`config.mk`:
```
export PLATFORM = sky130hd
export DESIGN_NAME = button_conditioner
export DESIGN_NICKNAME = d
export VERILOG_FILES = /design/src/rtl/btn_pkg.sv /design/src/rtl/debounce_filter.sv /design/src/rtl/button_conditioner.sv
export SDC_FILE = /design/constraint.sdc
export NUM_CORES = 1
export LEC_CHECK = 0
export CAP_MARGIN = 15
export CORE_MARGIN = 2
export CORE_UTILIZATION = 50
export DETAILED_ROUTE_END_ITERATION = 8
export PLACE_DENSITY_LB_ADDON = 0.15
export SYNTH_ARGS = -nofsm -noshare
export SYNTH_HDL_FRONTEND = slang
export SYNTH_SLANG_ARGS = --single-unit
```
`constraint.sdc`:
```
create_clock -name clk -period 2.7 [get_ports clk]
set_clock_uncertainty 0.2 [all_clocks]
set_input_delay 0.54 -clock clk [delete_from_list [all_inputs] [get_ports clk]]
set_output_delay 0.54 -clock clk [all_outputs]
set_load 0.03 [all_outputs]
```
`src/rtl/btn_pkg.sv`:
```
// btn_pkg: shared types and defaults for the push-button front end.
// Holds the press-tracking state enum and the board default timing.
package btn_pkg;

   typedef enum logic [1:0] {
      IDLE      = 2'd0,
      PRESSED   = 2'd1,
      LONG_HELD = 2'd2
   } btn_state_t;

   // 100 MHz / 65536 gives a ~655 us sample period.
   localparam int BTN_SAMPLE_DIV       = 65536;
   localparam int BTN_DEBOUNCE_SAMPLES = 4;
   // ~1 s of hold at the default sample rate.
   localparam int BTN_LONG_TICKS       = 1526;

   // Counter width for a modulo-n counter, never below one bit.
   function automatic int cnt_width(input int n);
      return (n < 2) ? 1 : $clog2(n);
   endfunction

endpackage

```
`src/rtl/debounce_filter.sv`:
```
// debounce_filter: synchronizes the raw button, divides the clock into
// sample ticks and turns a run of equal samples into a clean level.
module debounce_filter
   import btn_pkg::*;
#(
   parameter int SAMPLE_DIV       = BTN_SAMPLE_DIV,
   parameter int DEBOUNCE_SAMPLES = BTN_DEBOUNCE_SAMPLES
) (
   input  logic clk,
   input  logic rst,
   input  logic pb_in,
   output logic pb_level,
   output logic tick
);

   localparam int DW = cnt_width(SAMPLE_DIV);
   localparam int NS = DEBOUNCE_SAMPLES;
   localparam logic [DW-1:0] DIV_LAST = DW'(SAMPLE_DIV - 1);

   logic [1:0]    sync_q;
   logic          pb_sync;
   logic [DW-1:0] div_cnt;
   logic [NS-1:0] shift_q;
   logic [NS-1:0] shift_nxt;

   assign pb_sync   = sync_q[1];
   assign tick      = (div_cnt == DIV_LAST);
   assign shift_nxt = {shift_q[NS-2:0], pb_sync};

   // Two-flop synchronizer for the asynchronous button input.
   always_ff @(posedge clk or posedge rst) begin
      if (rst) begin
         sync_q <= '0;
      end else begin
         sync_q <= {sync_q[0], pb_in};
      end
   end

   // Free-running sample divider; tick marks its last count.
   always_ff @(posedge clk or posedge rst) begin
      if (rst) begin
         div_cnt <= '0;
      end else if (tick) begin
         div_cnt <= '0;
      end else begin
         div_cnt <= div_cnt + DW'(1);
      end
   end

   // Sample history; the level only moves on a unanimous history.
   always_ff @(posedge clk or posedge rst) begin
      if (rst) begin
         shift_q  <= '0;
         pb_level <= 1'b0;
      end else if (tick) begin
         shift_q <= shift_nxt;
         if (&shift_nxt) begin
            pb_level <= 1'b1;
         end else if (~|shift_nxt) begin
            pb_level <= 1'b0;
         end
      end
   end

endmodule

```
`src/rtl/button_conditioner.sv`:
```
// button_conditioner: debounced level plus press, short-release and
// long-hold single-cycle pulses for one lab-board push-button.
module button_conditioner
   import btn_pkg::*;
#(
   parameter int SAMPLE_DIV       = BTN_SAMPLE_DIV,
   parameter int DEBOUNCE_SAMPLES = BTN_DEBOUNCE_SAMPLES,
   parameter int LONG_TICKS       = BTN_LONG_TICKS
) (
   input  logic clk,
   input  logic rst,
   input  logic pb_in,
   output logic pb_level,
   output logic press_pulse,
   output logic short_pulse,
   output logic long_pulse
);

   localparam int HW = cnt_width(LONG_TICKS);
   localparam logic [HW-1:0] HOLD_LAST = HW'(LONG_TICKS - 1);

   logic          tick;
   logic          level_d;
   logic          rel;
   logic          hold_done;
   btn_state_t    state_q;
   btn_state_t    state_d;
   logic [HW-1:0] hold_q;
   logic [HW-1:0] hold_d;
   logic          short_d;
   logic          long_d;

   debounce_filter #(
      .SAMPLE_DIV       (SAMPLE_DIV),
      .DEBOUNCE_SAMPLES (DEBOUNCE_SAMPLES)
   ) u_filter (
      .clk      (clk),
      .rst      (rst),
      .pb_in    (pb_in),
      .pb_level (pb_level),
      .tick     (tick)
   );

   assign press_pulse = pb_level & ~level_d;
   assign rel         = ~pb_level & level_d;
   assign hold_done   = (hold_q == HOLD_LAST);

   // One-clock delayed level for edge detection.
   always_ff @(posedge clk or posedge rst) begin
      if (rst) begin
         level_d <= 1'b0;
      end else begin
         level_d <= pb_level;
      end
   end

   // State, hold counter and registered event pulses.
   always_ff @(posedge clk or posedge rst) begin
      if (rst) begin
         state_q     <= IDLE;
         hold_q      <= '0;
         short_pulse <= 1'b0;
         long_pulse  <= 1'b0;
      end else begin
         state_q     <= state_d;
         hold_q      <= hold_d;
         short_pulse <= short_d;
         long_pulse  <= long_d;
      end
   end

   // Next state; a release beats a coincident tick.
   always_comb begin
      state_d = state_q;
      hold_d  = hold_q;
      unique case (state_q)
         IDLE: begin
            if (press_pulse) begin
               state_d = PRESSED;
               hold_d  = '0;
            end
         end
         PRESSED: begin
            if (rel) begin
               state_d = IDLE;
            end else if (tick) begin
               if (hold_done) begin
                  state_d = LONG_HELD;
               end else begin
                  hold_d = hold_q + HW'(1);
               end
            end
         end
         LONG_HELD: begin
            if (rel) begin
               state_d = IDLE;
            end
         end
         default: begin
            state_d = IDLE;
         end
      endcase
   end

   // Pulse requests, registered on the following edge.
   always_comb begin
      short_d = 1'b0;
      long_d  = 1'b0;
      if (state_q == PRESSED) begin
         short_d = rel;
         long_d  = ~rel & tick & hold_done;
      end
   end

endmodule

```
Yosys cells after proc, flatten, opt, wreduce, memory -nomap -nowiden
Cells that the tools add are included.
Word-level totals
  register bits after elaboration: 38
  input port bits: 3
  logic and storage cells: 53
  output and inout bits: 4
Cells by class
  reduce and logical (&&, ||, !) cells: 7
  mux-type cells: 16
  $add $sub $neg: 2
  eq/ne operators: 12
  bitwise gates (word level): 7
Operator list (count)
  2-to-1 mux 11 bit: 4
  one-hot mux 11 bit (2 select lines): 1
  adder 16 x 1 -> 16 bit (second input constant): 1
  == test 16 bit (second input constant): 1
  2-to-1 mux 16 bit: 1
  adder 11 x 1 -> 11 bit (second input constant): 1
  == test 11 bit (second input constant): 1
  2-to-1 mux 2 bit: 5
  inequality test 2 bit (second input constant): 5
  AND reduction 4 bit: 2
  inequality test 3 bit (second input constant): 2
  one-hot mux 2 bit (3 select lines): 1
  AND reduction 5 bit: 1
  AND 1 bit: 4
  2-to-1 mux 1 bit: 4
  OR reduction 4 bit: 1
  inverter 1 bit: 3
  == test 2 x 1 -> 1 bit (second input constant): 1
  == test 2 bit (second input constant): 1
  zero test 2 bit: 1
  inequality test 2 x 1 -> 1 bit (second input constant): 1
  AND reduction 2 bit: 1
  nonzero test 2 bit: 1

Depth between registers and ports, before layout
  depth in word-level cells: 6
  mapped depth: 7
  gate-level depth less buffers: 6

Hierarchy
From an unflattened synthesis, not the netlist that was laid out.
Second synthesis, totals
  cells, all modules: 178
  area total of the unflattened synthesis: 1873.0 µm²
By module, submodules not included
  debounce_filter: cells an instance 88, instances 1, seq. area each 550.5 µm², area an instance 1006.0 µm²
  button_conditioner: cells an instance 90, instances 1, seq. area each 400.4 µm², area an instance 867.1 µm²

Worst setup path before layout
Ideal clock, no wire load.
  path type: register -> register
  start: register u_filter.div_cnt[0]
  end: register hold_q[4]
  buffers on the path: 0
  clock period less this slack: 2.103 ns
  data required time: 2.360 ns
  stages on the path, launching flop included: 6
  data arrival time: 1.762 ns
  library setup time: 0.140 ns
  setup slack: 0.597 ns
  path through: dfrtp_1 -> ha_1 -> nand4_2 -> or4_4 -> o31ai_4 -> a31oi_1
Between the ends
  word-level cells in the longest chain between the ends: 3
RTL lines
  start: declaration: RTL line debounce_filter.sv:22  | logic [DW-1:0] div_cnt;
  start signal: assignment: RTL line debounce_filter.sv:46  | div_cnt <= div_cnt + DW'(1);
  == test 16 bit: RTL line debounce_filter.sv:27  | assign tick = (div_cnt == DIV_LAST);
  inequality test 2 bit (no line)
  AND reduction 5 bit (no line)
  end signal: assignment: RTL line button_conditioner.sv:66  | hold_q <= hold_d;
  end: declaration: RTL line button_conditioner.sv:28  | logic [HW-1:0] hold_q;
No other way between the ends.
A chain may end at the register's enable or synchronous reset.

Final worst setup path
  start: register u_filter.div_cnt[0]
  end: register hold_q[8]
Same word-level chain as after synthesis.

==> impl_summary.md <==
Placed design
Before CTS, the worst setup slack after placement is 253 ps. The half-perimeter wire length after detailed placement is 2.61 mm. The number of buffers added on ports is 6.

The congestion estimate from routability-driven global placement came to 0.811.

STA
The shortest period the worst path allows is 2430 ps. The fraction of the cycle the final worst path needs is 90.0%. The max-slew headroom at the worst pin is 53.1%.

Derived from the worst setup path, the maximum achievable clock frequency is 0.412 GHz. Setup repair after global routing left no endpoint under its margin. The max-slew violation total from the final report is 0.

The slack of the critical path is 271 ps. The slew at the pin closest to its max-slew limit is 700 ps. Hold timing on the final database bottoms out at a slack of 161 ps. Setup violations remaining at the end of the flow were counted as 0.

In the final timing run, aggregate negative setup slack is 0 ps. The final count of hold timing violations is 0.

Clocking
Clock tree synthesis found a total of 38 sinks. The H-tree was split into 2 levels. The number of buffers inserted by post-CTS setup repair is 0.

Buffers inserted during clock tree synthesis total 5. The clock transition at the registers of the reported paths is 70 ps. CTS placed an instance of sky130_fd_sc_hd__clkbuf_8 at the clock tree root. Once the clock tree was built, the resizer swapped 0 gates to a different size. The clock latency at the later pin of the worst-skew pair is 290 ps. TritonCTS built the clock tree. The quantity of hold-fixing buffers added after cts is 0. In this run the deepest clock path goes through 2 buffers.

Global route
The via count of the first global-routing pass is 1477. The number of antenna violations at the first check in global routing is 0. The total congestion overflow is 0. The overall global routing resource usage is 20.6%. The first global-routing pass estimated 6.64 mm of wire. The maximum number of pins on one net before global-route repair is 39.

Outcome
The flow ran to the end, and the final reports show no timing, DRC or antenna violations.

Yosys
The fraction of synthesized cell area taken by the top area cell type is 51.4%. Counting flops and latches in the post-synthesis netlist gives 38. By area, the combinational part of the netlist is dominated by simple AND/OR/NAND/NOR gates.

The Yosys warning count is 0. The complex-gate fraction of the synthesized area is 13.9%. In the synthesized netlist the dominant register cell turns out to be sky130_fd_sc_hd__dfrtp_1. The net count of the mapped netlist is 192. Yosys attributes the largest share of cell area to sky130_fd_sc_hd__dfrtp_1 51%, sky130_fd_sc_hd__nand2_1 4.5%, sky130_fd_sc_hd__a41oi_1 3.8%, sky130_fd_sc_hd__nand4_1 3.0%, sky130_fd_sc_hd__nand3_1 3.0%. In the synthesized netlist, the cells that appear most often are 38 x sky130_fd_sc_hd__dfrtp_1, 22 x sky130_fd_sc_hd__nand2_1, 13 x sky130_fd_sc_hd__nor2_1, 11 x sky130_fd_sc_hd__nand3_1, 9 x sky130_fd_sc_hd__nand4_1. Averaged over all synthesized cells, the footprint is 9.95 um2. The cell area that synthesis handed to floorplanning was 1850 um2.

The biggest area contributor in the post-synthesis netlist is sky130_fd_sc_hd__dfrtp_1. The fraction of the mapped netlist area in simple logic gates is 23.1%. The leading cell type by number of instances after synthesis is sky130_fd_sc_hd__dfrtp_1.

The distinct cell type count of the synthesized netlist is 36. The portion of netlist area occupied by mux cells is 1.62%. The number of enable flip-flop cells after synthesis is 0. The post-synthesis cell count is 186. After Yosys synthesis, XOR and XNOR cells account for 5.21% of the synthesized area.

The part of the Yosys area used for sequential elements is 51.4%. The synthesized netlist devotes 2.03% of its cell area to adder and majority cells. The share of synthesized registers carrying an async set or reset is 100%.

Worst setup path
The logic depth of the worst register-to-register path is 5. The capturing element type of the critical path is a register. The startpoint type of the worst setup path is a register. The category of the most critical setup path is reg -> reg. Along the worst path, the maximum fanout reaches 12.

The data required time of the worst path is 2650 ps. The data arrival time of the worst path is 2380 ps.

Power and ir drop
The total power is 1.05 mW. The power density relative to cell area is 502 nW/um2. The analysis attributes to cell leakage a power of 0.916 nW. Across the VDD grid, the largest voltage drop is 346 uV.

Route
The number of nets still failing antenna checks after routing is 0. The routed wirelength normalized by instance count is 15.3 um. The initial DRC count is 154. The via count is 1455. For this run, design rule violations remaining after detail routing come to 0. After detailed routing, the number of vias per cell comes to 5.89.

The total length of routed wires is 3.77 mm. The total iterations of the first detailed-routing run is 4.

Cells and area
The final core utilization is 58.2%. The final layout contains 204 nets. The total of fill cells in the finished design is 322. The post-synthesis to final-layout area growth is 13.4%. The post-route netlist has 9.05% of its cells at a drive strength greater than 1.

The number of antenna diodes in the final layout is 0.

Floorplanning
The starting density of the core is 51.3%. The floorplan has 22 rows. The die is 64.8 um tall. The area of the core is 3610 um2.

The die covers 4200 um2. For this design the top-level I/O count stands at 7. In this run the horizontal extent of the chip is 64.8 um.

Min path
The class of the worst hold path is reg -> reg. The worst hold path passes through 0 cells.

Flow run
Max-cap violations in this run came to 0.
critical path, cell delays in order, from the launching register on:
cell and delay (ps):
sky130_fd_sc_hd__dfrtp_1 390, sky130_fd_sc_hd__ha_1 240, sky130_fd_sc_hd__nand4_2 180, sky130_fd_sc_hd__or4_4 670
sky130_fd_sc_hd__o31ai_4 460, sky130_fd_sc_hd__a31oi_1 160
final cells by class:
| cell class | count | area (um2) | share of cell area [%] |
|---|---|---|---|
| repair buffers | 11 | 97.6 | 4.65 |
| clock buffers | 5 | 68.8 | 3.28 |
| inverters | 7 | 26.3 | 1.25 |
| well taps | 48 | 60.1 | 2.86 |
| multi-input cells | 135 | 855 | 40.7 |
| clock inverters | 3 | 40.0 | 1.91 |
| flip-flops and latches | 38 | 951 | 45.3 |
per-layer routing:
metal | track usage, % | share of wire, %
met4 | 9.04 | 0.58
met2 | 35.6 | 54
met1 | 24.2 | 42
met5 | 0 | 0
met3 | 4.86 | 2.8
power by group:
part / switching, mW / internal [mW]
combinational: 0.0114 / 0.00365
sequential: 0.000359 / 0.570
clock: 0.196 / 0.272
total: 0.208 / 0.846
per-stage QoR:
stage | cell area (um2) | cells
floorplan | 1850 | 186
global placement | 1990 | 239
detailed placement | 1990 | 239
CTS | 2100 | 247
global route | 2100 | 247
finish | 2100 | 247
state kept, by name, indices dropped and copies added (netlist names):
| name | count |
|---|---|
| hold_q | 11 |
| level_d | 1 |
| long_pulse | 1 |
| short_pulse | 1 |
| state_q | 2 |
| u_filter.div_cnt | 16 |
| u_filter.pb_level | 1 |
| u_filter.shift_q | 3 |
| u_filter.sync_q | 2 |
placed cells by master, fill, tap and decap left out, types with 3 or more instances in the layout:
cell type / count
sky130_fd_sc_hd__a21oi_1: 4
sky130_fd_sc_hd__a31oi_1: 6
sky130_fd_sc_hd__a41oi_1: 8
sky130_fd_sc_hd__and3_1: 3
sky130_fd_sc_hd__buf_4: 5
sky130_fd_sc_hd__clkbuf_8: 5
sky130_fd_sc_hd__clkdlybuf4s50_1: 6
sky130_fd_sc_hd__dfrtp_1: 38
sky130_fd_sc_hd__ha_1: 3
sky130_fd_sc_hd__inv_1: 7
sky130_fd_sc_hd__mux2i_1: 3
sky130_fd_sc_hd__nand2_1: 22
sky130_fd_sc_hd__nand2b_1: 6
sky130_fd_sc_hd__nand3_1: 11
sky130_fd_sc_hd__nand4_1: 9
sky130_fd_sc_hd__nor2_1: 13
sky130_fd_sc_hd__nor3_1: 4
sky130_fd_sc_hd__nor4_1: 3
sky130_fd_sc_hd__o211ai_1: 3
sky130_fd_sc_hd__o21ai_0: 7
sky130_fd_sc_hd__xnor2_1: 5
sky130_fd_sc_hd__xor2_1: 6
kinds of logic after synthesis:
kind of cell / after synthesis
and+or+nand+nor: 83
DFF: 38
AOI/OAI and AO/OA: 35
buffers and inverters: 13
xor gates and xnor gates: 11
muxes: 3
adders and majority gates: 3
worst paths after layout:
check	slack [ps]	startpoint	end
setup / recovery	270	u_filter.div_cnt[0]	hold_q[8]
hold / removal	160	u_filter.sync_q[0]	u_filter.sync_q[1]
setup reg to reg	270	u_filter.div_cnt[0]	hold_q[8]
hold reg to reg	160	u_filter.sync_q[0]	u_filter.sync_q[1]
max in group asynchronous	1500	rst	u_filter.sync_q[1]
min in group asynchronous	460	rst	hold_q[9]
Note: power is estimated with default switching activity, not from simulation.
==> edit, RTL diff (same flow settings) <==
Set the package constant `BTN_LONG_TICKS` to 763 (it was 1526).
--- a/src/rtl/btn_pkg.sv
+++ b/src/rtl/btn_pkg.sv
@@ -13,5 +13,5 @@
    localparam int BTN_DEBOUNCE_SAMPLES = 4;
    // ~1 s of hold at the default sample rate.
-   localparam int BTN_LONG_TICKS       = 1526;
+   localparam int BTN_LONG_TICKS       = 763;
 
    // Counter width for a modulo-n counter, never below one bit.
Check against the original RTL: no difference found for any inputs over 10 cycles, from zero or initial values and one cycle with rst high; that may be too few to reach the edited logic, so the function may still have changed.
==> edit against the unedited design <==
Routed wire length decreased by 9.6%. Synthesized area is essentially flat. Power fell by 11%. Sequential cell count down 1. Setup slack worse by 0.0039 ns. Combinational power fell by 3%. Cell area decreased by 2.0%. Die area about the same. Critical path type is now flop to output port. Largest power group unchanged. Highest routed layer unchanged.
==> edit: results (changes against the unedited design) <==
power_and_ir_drop:
  power_sequential_w: 0.000556  # -3%
  leakage_nw: 0.903  # -1.4%
  ir_drop_mv: 0.362  # +4.5%
  p_switching_w: 0.000181  # -13%
  seq_power_share_pct: 59.0  # +4.9 points
  power_clock_w: 0.000371  # -21%
worst_setup_path:
  crit_end: "press_pulse"
  r2r_slack_ns: 0.45  # +0.18 ns
  crit_start: "u_filter.pb_level"
  crit_arrival_ns: 1.69  # -0.69 ns
synthesis:
  synth_nets: 185  # -3.6%
  yosysUniqueCellTypes: 41  # +14%
  synthCells: 179  # -3.8%
  synth_common_cells: "dfrtp_1 (37), nand2_1 (19), nand3_1 (16)"
layout:
  largest_registers: "u_filter.div_cnt (16), hold_q (10), u_filter.shift_q (3)"
  layout.nets: 198  # -2.9%
  fin_cells: 240  # -2.8%
  nFillCells: 302  # -6.2%
global_route:
  grt_pass1_wl_um: 6280  # -5.5%
  grt_max_degree: 37  # -5.1%
  grt_usage_pct: 19.8  # -0.80 points
placed_design:
  post-dp-hpwl_um: 2460  # -5.7%
  place_congestion: 0.870  # +7.3%
  placedCellCount: 233  # -2.5%
timing:
  tightest_slew_ns: 0.513  # -0.187 ns
  setup_ws_ns: 0.267  # -0.00395 ns
route:
  wl_per_cell_um: 14.2  # -7.0%
  drt_iter0_drc: 63  # -59%
  vias: 1390  # -4.5%
run_status:
  run_status: "finished, final reports clean"
## edit: cell count changes after synthesis, sizes merged, moves of 3 or more
cell | unedited run | this run
nand4 | 10 | 7
o41ai | 1 | 7
nand2b | 6 | 3
a21o | 0 | 6
a31oi | 6 | 1
nand3 | 11 | 16
nand2 | 22 | 19
a41oi | 8 | 1
## edit: cells by family (layout without fill, tap and decap cells)
family,count (synthesis),count (layout),synth area share (%)
AO/OA/AOI/OAI,31,31,13.5
XOR/XNOR,12,12,5.68
adder cells (fa/ha/maj),3,3,2.03
buffers and inverters,9,22,2.64
flip-flops,37,37,50.1
multiplexers,2,2,1.08
AND/OR/NAND/NOR,85,85,25.0
## edit: worst max-delay path: stages, from the launching register on
cell             delay [ns]
dfrtp_1                0.44
nor2b_1                0.26
clkdlybuf4s50_1        0.71
## edit: worst min-delay path by stage
| stage | start | to | cells after the start |
|---|---|---|---|
| 5_1_grt | u_filter.sync_q[0] | u_filter.sync_q[1] | 0 |
| 6_report | u_filter.sync_q[0] | u_filter.sync_q[1] | 0 |
| 4_1_cts | u_filter.sync_q[0] | u_filter.sync_q[1] | 0 |
| 3_5_place_dp | u_filter.sync_q[0] | u_filter.sync_q[1] | 0 |
| 3_3_place_gp | u_filter.sync_q[0] | u_filter.sync_q[1] | 0 |
| 2_1_floorplan | u_filter.sync_q[0] | u_filter.sync_q[1] | 0 |
## edit: per-layer routing
metal	up-vias	global-route usage, %	routed length, um
li1	684	-	-
met4	0	9.31	51
met5	-	0	0
met3	5	6.77	119
met2	24	29.9	1580
met1	677	25.4	1660
## edit: cell type report
cell class              count  area (um2)  share of cell area [%]
repair buffers             10        90.1                    4.38
clock buffers               7        86.3                    4.20
well taps                  48        60.1                    2.92
flip-flops and latches     37         926                    45.0
multi-input cells         133         875                    42.5
inverters                   5        18.8                   0.913
